<file path="src/rtl/rotary_menu_ctrl.sv">
// Three-level rotary menu (idle / field select / value edit) owning NUM_FIELDS
// saturating parameter registers with speed-accelerated stepping and change strobes.
module rotary_menu_ctrl #(
    parameter int unsigned NUM_FIELDS     = 4,
    parameter int unsigned FIELD_W        = 8,
    parameter int unsigned INIT_VAL       = 0,
    parameter int unsigned ACCEL_WINDOW   = 50000,
    parameter int unsigned ACCEL_STEP     = 4,
    parameter int unsigned TIMEOUT_CYCLES = 5000000,
    localparam int unsigned SEL_W         = $clog2(NUM_FIELDS)
) (
    input  logic                          clk,
    input  logic                          rst,
    input  logic                          rot_cw,
    input  logic                          rot_ccw,
    input  logic                          btn_press,
    output logic [1:0]                    menu_state,
    output logic [SEL_W-1:0]              field_sel,
    output logic [NUM_FIELDS*FIELD_W-1:0] field_vals,
    output logic                          update_valid,
    output logic [SEL_W-1:0]              update_idx
);

    localparam int unsigned ACC_W  = $clog2(ACCEL_WINDOW + 1);
    localparam int unsigned TO_W   = $clog2(TIMEOUT_CYCLES + 1);
    localparam int unsigned VALS_W = NUM_FIELDS * FIELD_W;
    localparam int unsigned VW     = FIELD_W + 1;
    localparam logic [VW-1:0] VAL_MAX = {1'b0, {FIELD_W{1'b1}}};

    typedef enum logic [1:0] {
        ST_IDLE   = 2'd0,
        ST_SELECT = 2'd1,
        ST_EDIT   = 2'd2
    } state_t;

    state_t             state_q, state_d;
    logic [SEL_W-1:0]   sel_d;
    logic [VALS_W-1:0]  vals_d;
    logic               upd_valid_d;
    logic [SEL_W-1:0]   upd_idx_d;
    logic [ACC_W-1:0]   accel_q, accel_d;
    logic               last_cw_q, last_cw_d;
    logic [TO_W-1:0]    to_q, to_d;

    logic               rot_evt, act, go_cw, go_ccw, timed_out;
    logic [FIELD_W-1:0] cur_val, new_val;
    logic [VW-1:0]      step, sum, diff;

    assign menu_state = state_q;

    // Event qualification, step selection and saturating value arithmetic
    always_comb begin
        rot_evt   = rot_cw ^ rot_ccw;
        act       = btn_press | rot_evt;
        go_cw     = rot_evt & ~btn_press & rot_cw;
        go_ccw    = rot_evt & ~btn_press & rot_ccw;
        timed_out = (to_q == TO_W'(TIMEOUT_CYCLES));
        cur_val   = field_vals[32'(field_sel) * FIELD_W +: FIELD_W];
        step      = ((accel_q < ACC_W'(ACCEL_WINDOW)) && (rot_cw == last_cw_q))
                    ? VW'(ACCEL_STEP) : VW'(1);
        sum       = {1'b0, cur_val} + step;
        diff      = {1'b0, cur_val} - step;
        new_val   = cur_val;
        if (go_cw) begin
            new_val = (sum > VAL_MAX) ? '1 : sum[FIELD_W-1:0];
        end else if (go_ccw) begin
            new_val = diff[FIELD_W] ? '0 : diff[FIELD_W-1:0];
        end
    end

    // Next-state and register updates
    always_comb begin
        state_d     = state_q;
        sel_d       = field_sel;
        vals_d      = field_vals;
        upd_valid_d = 1'b0;
        upd_idx_d   = update_idx;
        last_cw_d   = last_cw_q;
        accel_d     = (accel_q == ACC_W'(ACCEL_WINDOW)) ? accel_q : accel_q + ACC_W'(1);
        to_d        = (state_q == ST_IDLE) ? '0 : to_q + TO_W'(1);
        if (act) begin
            to_d = '0;
        end

        case (state_q)
            ST_IDLE: begin
                if (act) begin
                    state_d = ST_SELECT;
                end
            end
            ST_SELECT: begin
                if (btn_press) begin
                    state_d = ST_EDIT;
                    accel_d = ACC_W'(ACCEL_WINDOW);
                end else if (go_cw) begin
                    sel_d = (field_sel == SEL_W'(NUM_FIELDS - 1)) ? '0 : field_sel + SEL_W'(1);
                end else if (go_ccw) begin
                    sel_d = (field_sel == '0) ? SEL_W'(NUM_FIELDS - 1) : field_sel - SEL_W'(1);
                end else if (timed_out) begin
                    state_d = ST_IDLE;
                    to_d    = '0;
                end
            end
            ST_EDIT: begin
                if (btn_press) begin
                    state_d = ST_SELECT;
                end else if (go_cw || go_ccw) begin
                    accel_d   = '0;
                    last_cw_d = rot_cw;
                    vals_d[32'(field_sel) * FIELD_W +: FIELD_W] = new_val;
                    if (new_val != cur_val) begin
                        upd_valid_d = 1'b1;
                        upd_idx_d   = field_sel;
                    end
                end else if (timed_out) begin
                    state_d = ST_IDLE;
                    to_d    = '0;
                end
            end
            default: begin
                state_d = ST_IDLE;
            end
        endcase
    end

    always_ff @(posedge clk or posedge rst) begin
        if (rst) begin
            state_q      <= ST_IDLE;
            field_sel    <= '0;
            field_vals   <= {NUM_FIELDS{FIELD_W'(INIT_VAL)}};
            update_valid <= 1'b0;
            update_idx   <= '0;
            accel_q      <= ACC_W'(ACCEL_WINDOW);
            last_cw_q    <= 1'b1;
            to_q         <= '0;
        end else begin
            state_q      <= state_d;
            field_sel    <= sel_d;
            field_vals   <= vals_d;
            update_valid <= upd_valid_d;
            update_idx   <= upd_idx_d;
            accel_q      <= accel_d;
            last_cw_q    <= last_cw_d;
            to_q         <= to_d;
        end
    end

endmodule

</file>
<file path="config.mk">
export PLATFORM = sky130hd
export DESIGN_NAME = rotary_menu_ctrl
export DESIGN_NICKNAME = d
export VERILOG_FILES = /design/src/rtl/rotary_menu_ctrl.sv
export SDC_FILE = /design/constraint.sdc
export NUM_CORES = 1
export LEC_CHECK = 0
export ABC_AREA = 1
export ABC_CLOCK_PERIOD_IN_PS = 4700
export BUFFER_PORTS_ARGS = -buffer_cell sky130_fd_sc_hd__buf_4
export CORE_ASPECT_RATIO = 0.8
export CORE_MARGIN = 3
export CORE_UTILIZATION = 50
export CTS_CLUSTER_SIZE = 14
export DETAILED_ROUTE_END_ITERATION = 8
export GPL_ROUTABILITY_DRIVEN = 0
export PLACE_DENSITY = 0.69
export RECOVER_POWER = 100
export SYNTH_ARGS = -nofsm -noshare
export SYNTH_HDL_FRONTEND = slang
export SYNTH_SLANG_ARGS = --single-unit
</file>
<file path="constraint.sdc">
create_clock -name clk -period 4.7 [get_ports clk]
set_input_delay 0.235 -clock clk [delete_from_list [all_inputs] [get_ports clk]]
set_output_delay 0.235 -clock clk [all_outputs]
set_load 0.02 [all_outputs]
</file>
==> reports/summary.txt, run 1 <==
status: complete, but fails checks
failing checks: max-capacitance violations, max-slew violations
ys async rst share: 100.0%
most frequent cells in the layout: nand2_1, dfrtp_1, inv_1
VDD IR-drop max: 0.3019 mV
grt ovf: 0
CP Data Required Time: 4.93 ns
PD cells: 590.4 nW/um2
predominant post-synthesis flop cell: dfrtp_1
crit-path cells: buf_4 -> inv_1 -> nand2_1 -> nand3_1 -> nand2_1 -> ha_1 -> inv_1 -> nor2_1 -> nor2_1 -> nand3_4 -> nor2_1 -> nand2_2 -> nand2_1 -> nand2_1 -> nand2_1 -> nand2_1 -> nand2_1 -> inv_1 -> nand3_1 -> nor2_1 -> nand2_2 -> nand2_1 -> nand2_1 -> nand2_1
antenna-violating nets left: 0
clk_lat worst skew: 0.34 ns
post-synth cell types: 45
main area contributors after synthesis: dfrtp_1, nand2_1, o21ai_0, nand3_1, inv_1
EDFF count, synth: 0
CTS tree: built
FF-to-FF path depth: 24
worst path bufs/invs: 4
fin crit period: 3.683 ns
Setup crit start kind: flop
vias after detailed routing: 4517
I/O Buffers: 43
share of post-route cells with drive strength above 1: 12.30%
first-pass GRT wire length: 20790 um
dpl hpwl: 9390 um
Yosys warnings: 0
leading cell type in the layout, fill and taps excluded: nand2_1
vias in the first global route: 4087
syn_nets: 661
nets: 711
largest net degree at the start of global routing: 45
Max Cap Viol: 1
DR vias/cell: 5.488
Hold Violations, Final: 0
Hold Crit Depth: 3
skew final: 0.008120 ns
Crit. End Element: flop
cell leakage power: 2.497 nW
cell mode on critical path: nand2_1
Starting Density: 52.87%
Setup WS pre-CTS: 1.514 ns
total track usage: 24.09%
Post-CTS Setup Bufs: 0
reg2reg setup slack: 1.02 ns
Initial DRC Count: 393
worst-margin pin slew: 2.261 ns
cell row count: 31
1st-pass router iterations: 5
fmax: 271.5 MHz
Yosys reg bits: 79
Die Span Y: 94.93 um
setup tns final: 0 ns
H-tree depth: 3
total core area: 9348 um2
post-synth top area share: 36.46%
worst setup path class: reg -> reg
Mapped Cells: 636
hold_buf cts: 0
total clock sinks: 79
RR Startpoint: field_sel[0]$_DFFE_PP0P_
RSZ-0062 raised after global routing: no
Top delay family on crit path: simple AND/OR/NAND/NOR gates
Clock Path Buffers: 2
Seq/Total Area, Yosys: 40.18%
post-DR wirelength/cell: 15.22 um
Arrival @ worst endpoint: 3.91 ns
diode count: 0
Hold Startpoint: rot_cw
Worst-path clk slew: 0.07 ns
Util after Layout: 59.28%
synthesized cell area: 4942 um2
Root Driver: clkbuf_16
post-CTS sizing: 0
area delta synth->final: 12.13%
crit-path max FO: 27
Avg Cell Area, Syn: 7.771 um2
PnR worst setup slack: 1.017 ns
worst hold slack: 0.2080 ns
Post-Place Cell Area: 5393 um2
Final setup viols: 0
fin area: 5542 um2
IO Pins: 44
worst flop-to-flop path endpoint: update_idx[0]$_DFFE_PP0P_
slowest CP cell: inv_1
total CTS buffers: 9
Total Routed Length: 12530 um
initial antenna violation count: 0
Die X: 117.2 um
hold worst-path end: last_cw_q$_DFFE_PP1P_
Slew Viols, Final: 45
remaining routing DRC violations: 0
Synth area leader: dfrtp_1
Final period util: 78.36%
worst hold path class: in -> reg
Slew HR: -50.75%
largest stage delay on the critical path: 0.49 ns
die area: 11120 um2
through the flow:
step           instances  power [mW]
2_1_floorplan        636       2.142
3_5_place_dp         807       2.571
6_report             823       3.272
3_3_place_gp         807       2.537
4_1_cts              823       3.353
5_1_grt              823       3.519
where the power goes:
| group | switching (mW) | internal, mW |
|---|---|---|
| Sequential | 0.134 | 0.818 |
| Clock | 0.289 | 0.482 |
| Combinational | 1.09 | 0.463 |
| Total | 1.51 | 1.76 |
sequential cells by signal (all words and copies together), names as in the netlist:
name and flops:
field_sel 2, field_vals 32, update_idx 2, to_q 23, last_cw_q 1, update_valid 1, accel_q 16, menu_state 2
layout make-up:
| class | count | area [um2] |
|---|---|---|
| Clock buffer | 10 | 239.0 |
| Clock inverter | 6 | 91.34 |
| Fill cell | 852 | 3806 |
| Inverter | 79 | 304.0 |
| Multi-Input combinational cell | 472 | 2565 |
| Sequential cell | 79 | 1986 |
| Tap cell | 132 | 165.2 |
| Timing Repair Buffer | 45 | 191.4 |
kinds of logic after synthesis:
kind of cell | after synthesis | share of synthesized area (%)
simple gates | 335 | 33.42
compound gates | 100 | 11.11
buf+inv | 85 | 7.215
flops | 79 | 40.18
fa+ha+maj | 20 | 5.063
xor+xnor | 17 | 3.013
worst max-delay path by stage:
stage,from,end,slack (ns),cells past startpoint
final,field_sel[0]$_DFFE_PP0P_,update_idx[0]$_DFFE_PP0P_,1.02,24
after global routing,field_sel[0]$_DFFE_PP0P_,update_idx[0]$_DFFE_PP0P_,0.61,24
after CTS,accel_q[9]$_DFF_PP1_,update_idx[1]$_DFFE_PP0P_,1.48,23
after detailed placement,field_sel[0]$_DFFE_PP0P_,update_idx[0]$_DFFE_PP0P_,1.51,24
after global placement,field_sel[0]$_DFFE_PP0P_,update_idx[1]$_DFFE_PP0P_,1.61,24
after floorplan,field_sel[0]$_DFFE_PP0P_,update_idx[0]$_DFFE_PP0P_,1.76,25
synth_stat cells, types with 3 or more instances:
| master | count |
|---|---|
| a31oi_1 | 3 |
| buf_6 | 4 |
| dfstp_2 | 7 |
| nand4_1 | 12 |
| nand2_4 | 6 |
| inv_1 | 67 |
| xor2_1 | 12 |
| nand3_2 | 10 |
| nor2_1 | 58 |
| xnor2_1 | 5 |
| nand3b_1 | 3 |
| a21oi_1 | 18 |
| nor3_1 | 11 |
| o22ai_1 | 3 |
| nor2_2 | 6 |
| dfrtp_1 | 72 |
| nor2_4 | 3 |
| nand2_2 | 22 |
| o21ai_0 | 64 |
| nand2_1 | 138 |
| inv_2 | 10 |
| ha_1 | 20 |
| nor4_1 | 5 |
| nand3_1 | 52 |
tightest hold or removal path, cell delays in order:
cell and delay, ns:
buf_4 0.13, inv_2 0.07, o21ai_0 0.09
layer usage:
metal | share of wire [%] | GRT usage (%)
met2 | 42 | 32.96
met1 | 48 | 37.05
met4 | 1.1 | 6.590
met3 | 9.0 | 6.406
met5 | 0 | 0
No activity file was read; power rests on OpenSTA's default activity.
==> run 2: changes to the inputs <==
--- a/config.mk
+++ b/config.mk
@@ -6,7 +6,7 @@
 export NUM_CORES = 1
 export LEC_CHECK = 0
 export ABC_AREA = 1
-export ABC_CLOCK_PERIOD_IN_PS = 4700
+export ABC_CLOCK_PERIOD_IN_PS = 3300
 export BUFFER_PORTS_ARGS = -buffer_cell sky130_fd_sc_hd__buf_4
 export CORE_ASPECT_RATIO = 0.8
 export CORE_MARGIN = 3
@@ -14,7 +14,7 @@
 export CTS_CLUSTER_SIZE = 14
 export DETAILED_ROUTE_END_ITERATION = 8
 export GPL_ROUTABILITY_DRIVEN = 0
-export PLACE_DENSITY = 0.69
+export PLACE_DENSITY = 0.71
 export RECOVER_POWER = 100
 export SYNTH_ARGS = -nofsm -noshare
 export SYNTH_HDL_FRONTEND = slang
==> constraint.sdc (replaced) <==
create_clock -name clk -period 3.3 [get_ports clk]
set_input_delay 0.165 -clock clk [delete_from_list [all_inputs] [get_ports clk]]
set_output_delay 0.165 -clock clk [all_outputs]
set_load 0.02 [all_outputs]
==> reports/summary.txt, run 2 (synthesis results as in run 1) <==
status: complete, no violations
Top Registers: field_vals: 32 flops, to_q: 23 flops, accel_q: 16 flops
DR vias/cell: 5.458 (-0.55%)
total clock sinks: 79 (unchanged)
CP endpoint: update_idx[0]$_DFFE_PP0P_
Arrival @ worst endpoint: 3.32 ns (-0.59 ns)
Clock power frac: 21.6% (-2.0 points)
Slew Viols, Final: 0 (-100%)
Flop pwr share: 29.1% (about the same)
Crit. End Element: flop
1st-pass router iterations: 5 (unchanged)
share of post-route cells with drive strength above 1: 14.49% (+2.2 points)
Max Cap Viol: 0 (-1)
NetSw: 2.204 mW (+46%)
Gate power share: 49.3% (+2.0 points)
Slew HR: 10.77% (+62 points)
Setup crit start kind: flop
I/O Buffers: 43 (unchanged)
leading cell type in the layout, fill and taps excluded: nand2_1
Initial DRC Count: 437 (+11%)
total CTS buffers: 9 (unchanged)
CTS tree: built
H-tree depth: 3 (unchanged)
crit-path cells: nand2_1 -> nor3_1 -> nand2_1 -> nand3_2 -> ha_1 -> ha_1 -> nor2_1 -> nor2_2 -> nand2_2 -> nor2_1 -> nand2_1 -> nand2_1 -> o211ai_2 -> nand2_1 -> nand2_1 -> nand2_1 -> nand2_1 -> nor2_2 -> nand2_2 -> nand2_2 -> nand2_1 -> nand2_1
IO Pins: 44 (unchanged)
slowest CP cell: dfstp_2
fin crit period: 3.034 ns (-0.6487 ns)
worst flop-to-flop path endpoint: update_idx[0]$_DFFE_PP0P_
Total Routed Length: 12650 um (+0.97%)
reg2reg setup slack: 0.27 ns (-0.75 ns)
area delta synth->final: 13.04%
PD cells: 834.3 nW/um2 (+41%)
largest stage delay on the critical path: 0.55 ns (+0.06 ns)
Final setup viols: 0 (unchanged)
Root Driver: clkbuf_16
setup tns final: 0 ns (unchanged)
die area: 11120 um2 (unchanged)
Pwr Total: 4.661 mW (+42%)
FF-to-FF path depth: 22 (-8.3%)
skew final: 0.007109 ns (-0.001011 ns)
worst hold path class: in -> reg
RR Startpoint: accel_q[9]$_DFF_PP1_
Worst-path clk slew: 0.06 ns (about the same)
Clock Path Buffers: 2 (unchanged)
nets: 717 (+0.84%)
cell leakage power: 2.518 nW (+0.83%)
largest net degree at the start of global routing: 36 (-20%)
Final period util: 91.95% (+14 points)
most frequent cells in the layout: nand2_1, dfrtp_1, inv_1
CP Data Required Time: 3.58 ns (-1.35 ns)
post-DR wirelength/cell: 15.26 um (+0.23%)
Sw Share: 47.30% (+1.2 points)
antenna-violating nets left: 0 (unchanged)
grt ovf: 0 (unchanged)
total track usage: 24.07% (about the same)
Die Span Y: 94.93 um (unchanged)
Cell Int Power: 2.456 mW (+39%)
worst setup path class: reg -> reg
Starting Density: 52.87% (unchanged)
dpl hpwl: 9497 um (+1.1%)
first-pass GRT wire length: 20940 um (+0.73%)
Setup crit start: accel_q[9]$_DFF_PP1_
worst-margin pin slew: 1.337 ns (-0.9243 ns)
crit-path max FO: 4 (-85%)
diode count: 0 (unchanged)
remaining routing DRC violations: 0 (unchanged)
cell mode on critical path: nand2_1
Hold Violations, Final: 0 (unchanged)
vias in the first global route: 4146 (+1.4%)
RSZ-0062 raised after global routing: no
clk_lat worst skew: 0.34 ns (about the same)
fmax: 329.6 MHz (+21%)
cell row count: 31 (unchanged)
number of flip-flops in the largest register: 32 (unchanged)
Largest Register: field_vals
vias after detailed routing: 4525 (+0.18%)
total core area: 9348 um2 (unchanged)
VDD IR-drop max: 0.5078 mV (+68%)
Fill cells: 865 (+1.5%)
Die X: 117.2 um (unchanged)
initial antenna violation count: 0 (unchanged)
run 2: final cells by class:
cell class / instances / area [um2] / share of cell area [%]
multi-input cells: 472 / 2597 / 46.49
inverters: 79 / 304.0 / 5.442
well taps: 132 / 165.2 / 2.956
clock inverters: 7 / 71.32 / 1.277
clock buffers: 9 / 225.2 / 4.031
flip-flops and latches: 79 / 1987 / 35.57
repair buffers: 51 / 236.5 / 4.233
run 2: per-layer routing:
layer | GRT usage (%) | vias to the layer above | share of wire [%]
met3 | 5.766 | 9 | 8.0
li1 | - | 2211 | -
met4 | 5.540 | 0 | 0.90
met1 | 37.39 | 2127 | 49
met2 | 33.43 | 178 | 42
met5 | 0 | - | 0
run 2: how the worst min path moves through the flow:
stage / slack (ns) / to / depth (start not counted) / start
2_1_floorplan: 0.31 / last_cw_q$_DFFE_PP1P_ / 2 / rot_cw
3_3_place_gp: 0.34 / menu_state[1]$_DFFE_PP0P_ / 2 / rst
3_5_place_dp: 0.34 / menu_state[0]$_DFFE_PP0P_ / 2 / rst
4_1_cts: 0.13 / last_cw_q$_DFFE_PP1P_ / 3 / rot_cw
5_1_grt: 0.17 / last_cw_q$_DFFE_PP1P_ / 3 / rot_cw
6_report: 0.13 / last_cw_q$_DFFE_PP1P_ / 3 / rot_cw
run 2: power by group through the flow:
stage	logic (mW)	clock network, mW	registers, mW
global placement	2.26	0	1.36
detailed placement	2.31	0	1.37
global route	2.54	1.06	1.38
CTS	2.34	1.02	1.35
finish	2.30	1.01	1.36
floorplan	1.61	0	1.44
run 2: what timing repair did:
| item | in CTS | in global routing |
|---|---|---|
| setup buffers | 0 | 0 |
| hold endpoints to repair | 31 | 0 |
| gates resized for setup | 0 | 4 |
| hold buffers | 1 | 0 |
| endpoints found under the setup margin | 0 | 3 |
run 2: metrics by stage:
| stage | instance area, um2 | instances | worst slack, ns | utilization [%] | hold WS (ns) |
|---|---|---|---|---|---|
| finish | 5587 | 829 | 0.2657 | 59.76 | 0.1300 |
| global route | 5587 | 829 | 0.03782 | 59.76 | 0.1719 |
| CTS | 5737 | 829 | 0.1831 | 61.37 | 0.1285 |
| detailed placement | 5430 | 812 | 0.1972 | 58.09 | 0.3449 |
| global placement | 5430 | 812 | 0.2999 | 58.09 | 0.3432 |
| floorplan | 4942 | 636 | 0.3631 | - | 0.3118 |
run 2: worst max-delay path, delay by kind of cell, from the launching register on:
| kind | cells | cell delay [ns] |
|---|---|---|
| and+or+nand+nor | 19 | 1.85 |
| AOI/OAI and AO/OA | 1 | 0.10 |
| adders and majority gates | 2 | 0.45 |
| DFF | 1 | 0.55 |
==> run 3: changes to the inputs <==
--- a/config.mk
+++ b/config.mk
@@ -14,6 +14,7 @@
 export CTS_CLUSTER_SIZE = 14
 export DETAILED_ROUTE_END_ITERATION = 8
 export GPL_ROUTABILITY_DRIVEN = 0
+export GPL_TIMING_DRIVEN = 0
 export PLACE_DENSITY = 0.71
 export RECOVER_POWER = 100
 export SYNTH_ARGS = -nofsm -noshare
==> reports/summary.txt, run 3 (synthesis results as in run 1) <==
PnR worst setup slack: 0.2236 ns (-0.04219 ns)
crit-path max FO: 12 (+8)
H-tree depth: 3 (unchanged)
1st-pass router iterations: 5 (unchanged)
total clock sinks: 79 (unchanged)
worst hold path class: in -> reg
CP Data Required Time: 3.52 ns (-0.06 ns)
diode count: 0 (unchanged)
Top Registers: field_vals: 32 flops, to_q: 23 flops, accel_q: 16 flops
Clock Path Buffers: 2 (unchanged)
Die Span Y: 94.93 um (unchanged)
total track usage: 23.56% (-0.51 points)
CTS tree: built
leading cell type in the layout, fill and taps excluded: nand2_1
hold worst-path end: last_cw_q$_DFFE_PP1P_
Max Cap Viol: 1 (+1)
fmax: 325.1 MHz (-1.4%)
reg2reg setup slack: 0.22 ns (-0.04 ns)
clk_lat worst skew: 0.34 ns (about the same)
total CTS buffers: 9 (unchanged)
Initial DRC Count: 459 (+5.0%)
DR vias/cell: 5.417 (-0.77%)
PD cells: 835.0 nW/um2 (about the same)
status: complete, but fails checks
skew final: 0.007986 ns (+0.0008769 ns)
cell row count: 31 (unchanged)
grt ovf: 0 (unchanged)
Starting Density: 52.87% (unchanged)
post-DR wirelength/cell: 15.17 um (-0.57%)
dpl hpwl: 9596 um (+1.1%)
Slew HR: -6.061% (-17 points)
I/O Buffers: 43 (unchanged)
Setup WS pre-CTS: -0.07025 ns (-0.2674 ns)
area delta synth->final: 14.71%
Hold Violations, Final: 0 (unchanged)
first-pass GRT wire length: 20540 um (-1.9%)
Die X: 117.2 um (unchanged)
Pwr Total: 4.734 mW (+1.6%)
most frequent cells in the layout: nand2_1, dfrtp_1, inv_1, o21ai_0, nor2_1
Worst-path clk slew: 0.06 ns (about the same)
worst flop-to-flop path endpoint: update_idx[0]$_DFFE_PP0P_
failing checks: max-capacitance violations, max-slew violations
worst-margin pin slew: 1.591 ns (+0.2540 ns)
worst setup path class: reg -> reg
Total Routed Length: 12640 um (about the same)
total core area: 9348 um2 (unchanged)
Final setup viols: 0 (unchanged)
vias after detailed routing: 4512 (-0.29%)
initial antenna violation count: 0 (unchanged)
Largest Register: field_vals
VDD IR-drop max: 0.6430 mV (+27%)
share of post-route cells with drive strength above 1: 16.55% (+2.1 points)
Final period util: 93.23% (+1.3 points)
Root Driver: clkbuf_16
die area: 11120 um2 (unchanged)
antenna-violating nets left: 0 (unchanged)
largest net degree at the start of global routing: 67 (+86%)
IO Pins: 44 (unchanged)
cell leakage power: 2.520 nW (about the same)
vias in the first global route: 4214 (+1.6%)
Hold Crit Depth: 3 (unchanged)
Setup crit start kind: flop
number of flip-flops in the largest register: 32 (unchanged)
fin crit period: 3.076 ns (+0.04219 ns)
FF-to-FF path depth: 23 (+4.5%)
RR Startpoint: field_sel[0]$_DFFE_PP0P_
Slew Viols, Final: 67 (+67)
Crit. End Element: flop
remaining routing DRC violations: 0 (unchanged)
Arrival @ worst endpoint: 3.30 ns (-0.02 ns)
nets: 721 (+0.56%)
Hold Startpoint: rot_cw
run 3: cell count changes in the layout (fill, tap and decap cells not counted), sizes merged:
cell,change
buf,+3
clkinvlp,+3
bufinv,-1
clkbuf,+2
clkinv,-3
run 3: stage by stage:
stage / hold slack (ns) / std cells / area (um2) / util, % / TNS [ns]
finish: 0.1351 / 833 / 5669 / 60.65 / 0
CTS: 0.1256 / 829 / 5766 / 61.68 / 0
floorplan: 0.3118 / 636 / 4942 / - / 0
global route: 0.1703 / 833 / 5669 / 60.65 / -0.0003744
global placement: 0.4497 / 811 / 5430 / 58.09 / 0
detailed placement: 0.1130 / 812 / 5460 / 58.41 / -0.1280
run 3: layer usage:
layer	GRT usage [%]	routed length (um)
met3	5.894	894
met4	4.489	108
met1	35.01	6092
met2	34.89	5544
met5	0	0
run 3: report_power, final:
group / total (mW) / switching [mW] / leakage, nW / internal (mW)
clock: 0.961 / 0.421 / 0.137 / 0.540
combinational: 2.43 / 1.64 / 1.33 / 0.793
sequential: 1.34 / 0.171 / 1.06 / 1.17
total: 4.73 / 2.23 / 2.52 / 2.50
run 3: critical path, cell delays in order (launching register included):
cell      delay, ns
dfrtp_2        0.45
inv_2          0.16
buf_6          0.18
nand2_1        0.07
nand3_1        0.08
nand2_2        0.13
ha_2           0.37
inv_2          0.10
nor2_1         0.05
nor2_2         0.18
buf_4          0.14
nand2_2        0.06
nor2_2         0.12
nand2_1        0.06
nand2_1        0.07
o211ai_2       0.11
nand2_2        0.10
nand2_1        0.05
nand2_1        0.05
nand2_1        0.06
nor2_2         0.11
nand2_2        0.09
nand3_1        0.10
nand2_1        0.07
run 3: timing repair:
action                     in CTS  in global routing
hold buffers                    1                  0
setup endpoints to repair       2                  3
buffers inserted                0                  4
pin swaps                       0                  4
hold endpoints to repair       13                  0
gates resized for setup         2                 13
run 3: cell type report:
class                      instances  area [um2]
buffer                             6       52.55
clock buffer                      10       239.0
clock inverter                     6       52.55
fill                             852        3679
inverter                          79       305.3
multi-input combinational        472        2643
sequential                        79        1987
tap                              132       165.2
timing repair buffer              49       225.2
run 3: how the worst max path moves through the flow:
stage / from / end / slack, ns / cells past startpoint
3_3_place_gp: field_sel[0]$_DFFE_PP0P_ / update_idx[1]$_DFFE_PP0P_ / 0.02 / 24
2_1_floorplan: field_sel[0]$_DFFE_PP0P_ / update_idx[0]$_DFFE_PP0P_ / 0.36 / 25
5_1_grt: accel_q[8]$_DFF_PP1_ / update_idx[0]$_DFFE_PP0P_ / -0.0003 / 23
4_1_cts: accel_q[8]$_DFF_PP1_ / update_idx[0]$_DFFE_PP0P_ / 0.05 / 23
3_5_place_dp: field_sel[0]$_DFFE_PP0P_ / update_idx[0]$_DFFE_PP0P_ / -0.07 / 25
6_report: field_sel[0]$_DFFE_PP0P_ / update_idx[0]$_DFFE_PP0P_ / 0.22 / 23
